<file path="config.mk">
export PLATFORM = sky130hd
export DESIGN_NAME = clk_monitor
export DESIGN_NICKNAME = d
export VERILOG_FILES = /design/src/rtl/clk_monitor.sv
export SDC_FILE = /design/constraint.sdc
export NUM_CORES = 1
export LEC_CHECK = 0
export ABC_AREA = 1
export CAP_MARGIN = 5
export CORE_MARGIN = 2
export CORE_UTILIZATION = 52
export CTS_CLUSTER_SIZE = 16
export DETAILED_ROUTE_END_ITERATION = 7
export PLACE_DENSITY = 0.79
export SLEW_MARGIN = 20
export SYNTH_ARGS = -nofsm -noshare
export SYNTH_HDL_FRONTEND = slang
export SYNTH_SLANG_ARGS = --single-unit
export TNS_END_PERCENT = 1
</file>
<file path="constraint.sdc">
create_clock -name clk_50m -period 2 [get_ports clk_50m]
set_input_delay 0.4 -clock clk_50m [delete_from_list [all_inputs] [get_ports clk_50m]]
set_output_delay 0.4 -clock clk_50m [all_outputs]
set_load 0.02 [all_outputs]
</file>
<file path="src/rtl/clk_monitor.sv">
// ---------------------------------------------------------------------------
// clk_monitor
//   Supervises a slow clock or strobe (clk_in) against the 50 MHz system
//   clock. clk_in is synchronised into the clk_50m domain, its rising edges
//   are detected, each rise-to-rise period is measured in clk_50m cycles and
//   lock / loss status is derived against an expected period.
//
//   Optional feature macro: CLK_MON_DUTY_EN
//     defined   : high time of clk_in is measured and reported on high_time
//     undefined : no high-time logic, high_time is tied to zero
//
// Ports
//   clk_50m    in  : system clock, the only clock
//   rst_n      in  : synchronous active-low reset
//   clk_in     in  : monitored signal, asynchronous to clk_50m
//   edge_pulse out : one-cycle pulse per detected rising edge of clk_in
//   period     out : last measured period (clk_50m cycles)
//   period_vld out : one-cycle pulse when period updates
//   high_time  out : last measured high time (0 without CLK_MON_DUTY_EN)
//   locked     out : high only while locked
//   lost       out : sticky loss flag, cleared when lock is regained
// ---------------------------------------------------------------------------
module clk_monitor #(
   parameter int unsigned EXP_PERIOD = 500,
   parameter int unsigned TOL        = 2,
   parameter int unsigned LOCK_CNT   = 4,
   parameter int unsigned TIMEOUT    = 1000,
   parameter int unsigned CNT_W      = 16
) (
   input  logic             clk_50m,
   input  logic             rst_n,
   input  logic             clk_in,
   output logic             edge_pulse,
   output logic [CNT_W-1:0] period,
   output logic             period_vld,
   output logic [CNT_W-1:0] high_time,
   output logic             locked,
   output logic             lost
);

   localparam int unsigned      GC_W      = $clog2(LOCK_CNT + 1);
   localparam logic [CNT_W-1:0] TIMEOUT_C = CNT_W'(TIMEOUT);
   localparam logic [CNT_W-1:0] GOOD_LO   = CNT_W'(EXP_PERIOD - TOL);
   localparam logic [CNT_W-1:0] GOOD_HI   = CNT_W'(EXP_PERIOD + TOL);
   localparam logic [GC_W-1:0]  GC_LAST   = GC_W'(LOCK_CNT - 1);

   typedef enum logic [1:0] {
      IDLE,
      MEASURE,
      LOCKED,
      LOST
   } state_t;

   state_t           state;
   logic             s1, s2, s3;
   logic [CNT_W-1:0] cnt;
   logic [GC_W-1:0]  good_cnt;
   logic             ref_vld;
   logic             rise;
   logic             timeout;
   logic             good;

   // s1 is the metastability flop; edges are detected on s2/s3
   always_ff @(posedge clk_50m) begin
      if (!rst_n) begin
         s1 <= 1'b0;
         s2 <= 1'b0;
         s3 <= 1'b0;
      end else begin
         s1 <= clk_in;
         s2 <= s1;
         s3 <= s2;
      end
   end

   always_comb begin
      rise    = s2 & ~s3;
      // a rise coinciding with saturation wins over the timeout
      timeout = (cnt == TIMEOUT_C) & ~rise;
      // cnt equals the period being reported on this rise
      good    = (cnt >= GOOD_LO) && (cnt <= GOOD_HI);
   end

   always_ff @(posedge clk_50m) begin
      if (!rst_n) begin
         state      <= IDLE;
         cnt        <= '0;
         good_cnt   <= '0;
         ref_vld    <= 1'b0;
         edge_pulse <= 1'b0;
         period     <= '0;
         period_vld <= 1'b0;
         locked     <= 1'b0;
         lost       <= 1'b0;
      end else begin
         edge_pulse <= rise;
         period_vld <= 1'b0;

         if (rise) begin
            cnt <= CNT_W'(1);
         end else if (cnt != TIMEOUT_C) begin
            cnt <= cnt + CNT_W'(1);
         end

         if (rise) begin
            ref_vld <= 1'b1;
         end else if (timeout) begin
            ref_vld <= 1'b0;
         end

         if (rise && (state != IDLE) && ref_vld) begin
            period     <= cnt;
            period_vld <= 1'b1;
         end

         case (state)
            IDLE: begin
               if (rise) begin
                  state    <= MEASURE;
                  good_cnt <= '0;
               end
            end
            MEASURE: begin
               if (rise) begin
                  if (good) begin
                     if (good_cnt == GC_LAST) begin
                        state    <= LOCKED;
                        locked   <= 1'b1;
                        lost     <= 1'b0;
                        good_cnt <= '0;
                     end else begin
                        good_cnt <= good_cnt + GC_W'(1);
                     end
                  end else begin
                     good_cnt <= '0;
                  end
               end else if (timeout) begin
                  state <= IDLE;
               end
            end
            LOCKED: begin
               if ((rise && !good) || timeout) begin
                  state  <= LOST;
                  locked <= 1'b0;
                  lost   <= 1'b1;
               end
            end
            LOST: begin
               // the period ending on this rise never counts toward lock
               if (rise) begin
                  state    <= MEASURE;
                  good_cnt <= '0;
               end
            end
            default: state <= IDLE;
         endcase
      end
   end

`ifdef CLK_MON_DUTY_EN
   logic             fall;
   logic [CNT_W-1:0] hcnt;
   logic             h_arm;

   always_comb begin
      fall = ~s2 & s3;
   end

   // h_arm blocks a fall that has no preceding rise since reset/timeout
   always_ff @(posedge clk_50m) begin
      if (!rst_n) begin
         hcnt      <= '0;
         h_arm     <= 1'b0;
         high_time <= '0;
      end else begin
         if (rise) begin
            hcnt <= CNT_W'(1);
         end else if (s2 && (hcnt != '1)) begin
            hcnt <= hcnt + CNT_W'(1);
         end

         if (rise) begin
            h_arm <= 1'b1;
         end else if (timeout) begin
            h_arm <= 1'b0;
         end

         if (fall && h_arm) begin
            high_time <= hcnt;
         end
      end
   end
`else
   always_comb begin
      high_time = '0;
   end
`endif

endmodule

</file>
After elaboration in Yosys (flattened, before gate mapping) --
Index checks and enable logic that the tools add are counted.
Storage, ports and cells: bits in registers 45
Operators by class: add/sub/neg operators 2, order comparisons 2, eq/ne operators 14, multiplexer cells 27, bitwise logic cells 5, reductions and logical operators 17
Operator list (number):
- adder 16 x 1 -> 16 bit, second input constant | 1
- == test 16 x 10 -> 1 bit, second input constant | 1
- greater-or-equal comparator 16 x 9 -> 1 bit, second input constant | 1
- less-or-equal comparator 16 x 9 -> 1 bit, second input constant | 1
- inequality test 16 x 10 -> 1 bit, second input constant | 1
- two-way mux 1 bit | 13
- two-way mux 2 bit | 6
- two-way mux 3 bit | 4
- AND reduction 5 bit | 2
- nonzero test 2 bit | 5
- inequality test 3 bit, second input constant | 3
- inequality test 2 bit, second input constant | 4
- case mux 2 bit (3 select lines) | 1
- case mux 3 bit (2 select lines) | 1
- == test 2 bit, second input constant | 2
- logical AND 1 bit | 4
- case mux 1 bit (2 select lines) | 2
- OR reduction 2 bit | 2
- adder 3 x 1 -> 3 bit, second input constant | 1
- == test 3 x 2 -> 1 bit, second input constant | 1
- inverter 1 bit | 3
- AND reduction 3 bit | 1
- bitwise AND 1 bit | 2
- == test 2 x 1 -> 1 bit, second input constant | 1
- other kinds (4) | 4

Logic depth before layout (Yosys ltp) --
word-level depth 7, depth in mapped cells 13

Least setup slack after synthesis --
Ideal clock, no wire load.
path kind register -> register, start point register cnt[1], end point register cnt[14], library setup time 0.119 ns, data arrival time 1.306 ns, required time 1.881 ns, path slack 0.575 ns, cell stages (with the launch flop) 11, path buffers 0, clock period less this slack 1.425 ns, cell sequence dfxtp_1 -> ha_1 -> nand3_1 -> nor2_2 -> inv_2 -> nor2_4 -> inv_2 -> nor2_2 -> inv_1 -> o21ai_1 -> a21oi_1
On the way: word-level cells in the longest chain between the ends 1
Ends and longest elaborated chain:
- start: declaration | line 56 | logic [CNT_W-1:0] cnt;
- start signal: assignment | line 102 | cnt <= cnt + CNT_W'(1);
- adder 16 x 1 -> 16 bit / inequality test 16 x 10 -> 1 bit (equally long branches) | line 102, 101
Parallel ways exist; a longest one is shown, timed or not. A chain may end at the register's enable or synchronous reset.

Worst setup path after layout --
start point register period[12], end point output port period[12]
RTL lines:
- start: declaration | line 34 | output logic [CNT_W-1:0] period,
- start signal: assignment | line 112 | period <= cnt;
No word-level cell between the ends.

==> metrics <==
row cnt=23; drt wl/cell=12.5 µm; final core occ=0.618; area of the core=4000 µm²; HP Class=reg2reg; Worst path max stage delay=0.64 ns; Overall Global Routing Usage=0.207; largest net degree at the start of global routing=33; TritonCTS buffer count=5; CTS tree=yes; Final Skew=0.00788 ns; Worst Setup End Kind=output port; RR Startpoint=cnt[0]$_SDFFE_PN0P_; Worst Reg2Reg Path Length in Cells=11; dpl ws=~0.22 ns; CP max stage cell=clkdlybuf4s50_1; die width=68.6 µm; register area share after synthesis=0.415; Max-Cap Viols=0; Commonest cells post-synth=45 x dfxtp_1, 35 x a21oi_1, 33 x nand2_1, 31 x inv_1, 23 x o21ai_0; H-tree levels=2; Max Buffers Root-to-Sink=2; Final Setup Violations=0; Worst Hold Endpoint=s2$_SDFF_PN0_; Post-CTS Resized=0; die area=4710 µm²; Power Density=between 800 and 900 nW/µm²; Hold Path Cell Cnt=2; Clk network pwr share=0.296; CP cell instances=clkdlybuf4s50_1; Mapped Avg Cell Area=7.62 µm²; vias in the first global route=around 1600; Placer Congestion=0.877; Synth Cell Area=2170 µm²; r2r setup slk=approximately 0.38 ns; max-slew violations=0; Final Cell Area=2470 µm²; first-pass GRT wire length=7.16 mm; GRT overflow=0; leading area contributor after synthesis=dfxtp_1; switch share=0.328; CP required=about 1.6 ns; number of I/O pins=39; worst skew pair latency=0.31 ns; initial antenna violation count=0; period utilization=0.850; Logic pwr share=0.226; Final min period=1.70 ns; main area contributors after synthesis=dfxtp_1 41%, a21oi_1 8.1%, buf_4 5.9%; count of cell types in the netlist=28; RSZ-0062 raised after global routing=no; root buffer cell=clkbuf_8; Synth top area share=0.415; WL final=about 4.5 mm; post-synthesis async set-or-reset flop share=0; ys flop type=dfxtp_1; placed cell count=353; DRT iter0 DRCs=111; sequential share of power=0.477; Lkg Pwr=0.946 nW; worst hold start=s1$_SDFF_PN0_; Initial Util=0.543; PortBufs=22; Synth-to-Final Area Change=13.9%; Peak VDD IR=503 µV; number of enable flip-flop cells after synthesis=0; Buf/Inv on CP=1; DPL Wire Length=3.29 mm; Post-CTS Hold Buffers=0; antenna cells=0; delay-heaviest family, CP=buffers and inverters; Max Clock Freq=between 500 and 600 MHz; CP Class=reg2out; DP Area=2380 µm²; count leader, synth=dfxtp_1; Synth Register Bits=45; Pwr Total=slightly above 2 mW; chip height=68.6 µm; setup ws final=0.300 ns; Via density=5.16; Final Hold Vio Count=0; Final ANT Viol Nets=0; First-pass DRT Iterations=4; Fin Hold WS=around 0.42 ns; P_int=1.37 mW; CP Launch Type=flip-flop; Mapped Cells=285; Layout Nets=320; P_sw=0.666 mW; crit path DAT=between 1 and 1.5 ns; Ys Warns=0; status=finished, final reports clean; layout cell share with drive strength beyond 1=0.138; Num Clock Sinks=45; DRC=0; Fin Setup TNS=0 ns; CP Max Fanout=2; Clock Pin Slew Worst Setup and Hold Paths=0.10 ns; Via Count=1864; fin cells=between 300 and 400; Post CTS Setup Buffer Count=0; Crit Reg-Reg Endpoint=lost$_SDFFE_PN0P_
-- cells in the final DEF, fill, tap and decap left out --
cell / count
xor2_1: 1
nand2_2: 6
nor2_1: 19
o21ai_0: 23
nand4_1: 4
a31oi_1: 1
nor3_2: 2
o21ai_1: 4
nor2_2: 8
nor3_1: 3
clkdlybuf4s50_1: 22
a21oi_1: 35
clkinvlp_4: 1
nand3_2: 2
a211oi_1: 2
inv_2: 9
clkinv_4: 1
nand2_1: 33
or2_2: 1
o21bai_4: 1
ha_1: 7
nor2_4: 4
nor4_1: 1
nand3_1: 19
inv_1: 31
conb_1: 16
clkbuf_8: 5
clkinv_1: 2
buf_4: 2
dfxtp_1: 45
inv_6: 1
-- cells by family (layout without fill, tap and decap cells) --
logic type	Yosys count	after routing	share of synthesized area
simple gates	102	102	0.237
compound gates	66	66	0.161
xor+xnor	1	1	0.00404
buf+inv	63	74	0.140
fa+ha+maj	7	7	0.0403
other cells	1	16	0.00173
flops	45	45	0.415
-- worst max path at each step --
stage	startpoint	endpoint	slack [ns]	cells past startpoint
after floorplan	cnt[1]$_SDFFE_PP0N_	cnt[14]$_SDFFE_PP0N_	0.57	10
after global placement	rst_n	cnt[1]$_SDFFE_PP0N_	0.26	5
after detailed placement	rst_n	cnt[1]$_SDFFE_PP0N_	0.22	5
after CTS	period[12]$_SDFFE_PN0P_	period[12]	0.32	1
after global routing	cnt[0]$_SDFFE_PN0P_	state[1]$_SDFFE_PN0P_	0.19	9
final	period[12]$_SDFFE_PN0P_	period[12]	0.30	1
-- sequential cells by signal (all words and copies together) (netlist names), 2 cells and up --
signal / flops
cnt: 16
state: 2
period: 16
good_cnt: 3
-- final cells by class --
class                           instances  area [µm²]
Clock inverter                          3        25.0
Timing Repair Buffer                   24         235
Tap cell                               50        62.6
Inverter                               42         158
Sequential cell                        45         901
Multi-Input combinational cell        192        1020
Fill cell                             347        1530
Clock buffer                            5        68.8
-- per-layer routing --
layer,part of all wire,global-route usage
met1,0.44,0.253
met5,0,0
met3,0.066,0.0649
met2,0.47,0.333
met4,0.018,0.0925
-- power by group through the flow --
stage          Clock (mW)  Combinational, mW  Sequential (mW)
2_1_floorplan           0              0.373            0.998
3_3_place_gp            0              0.447            0.987
3_5_place_dp            0              0.455            0.990
4_1_cts             0.602              0.459            0.970
5_1_grt             0.643              0.521            0.975
6_report            0.603              0.460            0.970
Note: power is estimated with default switching activity, not from simulation.
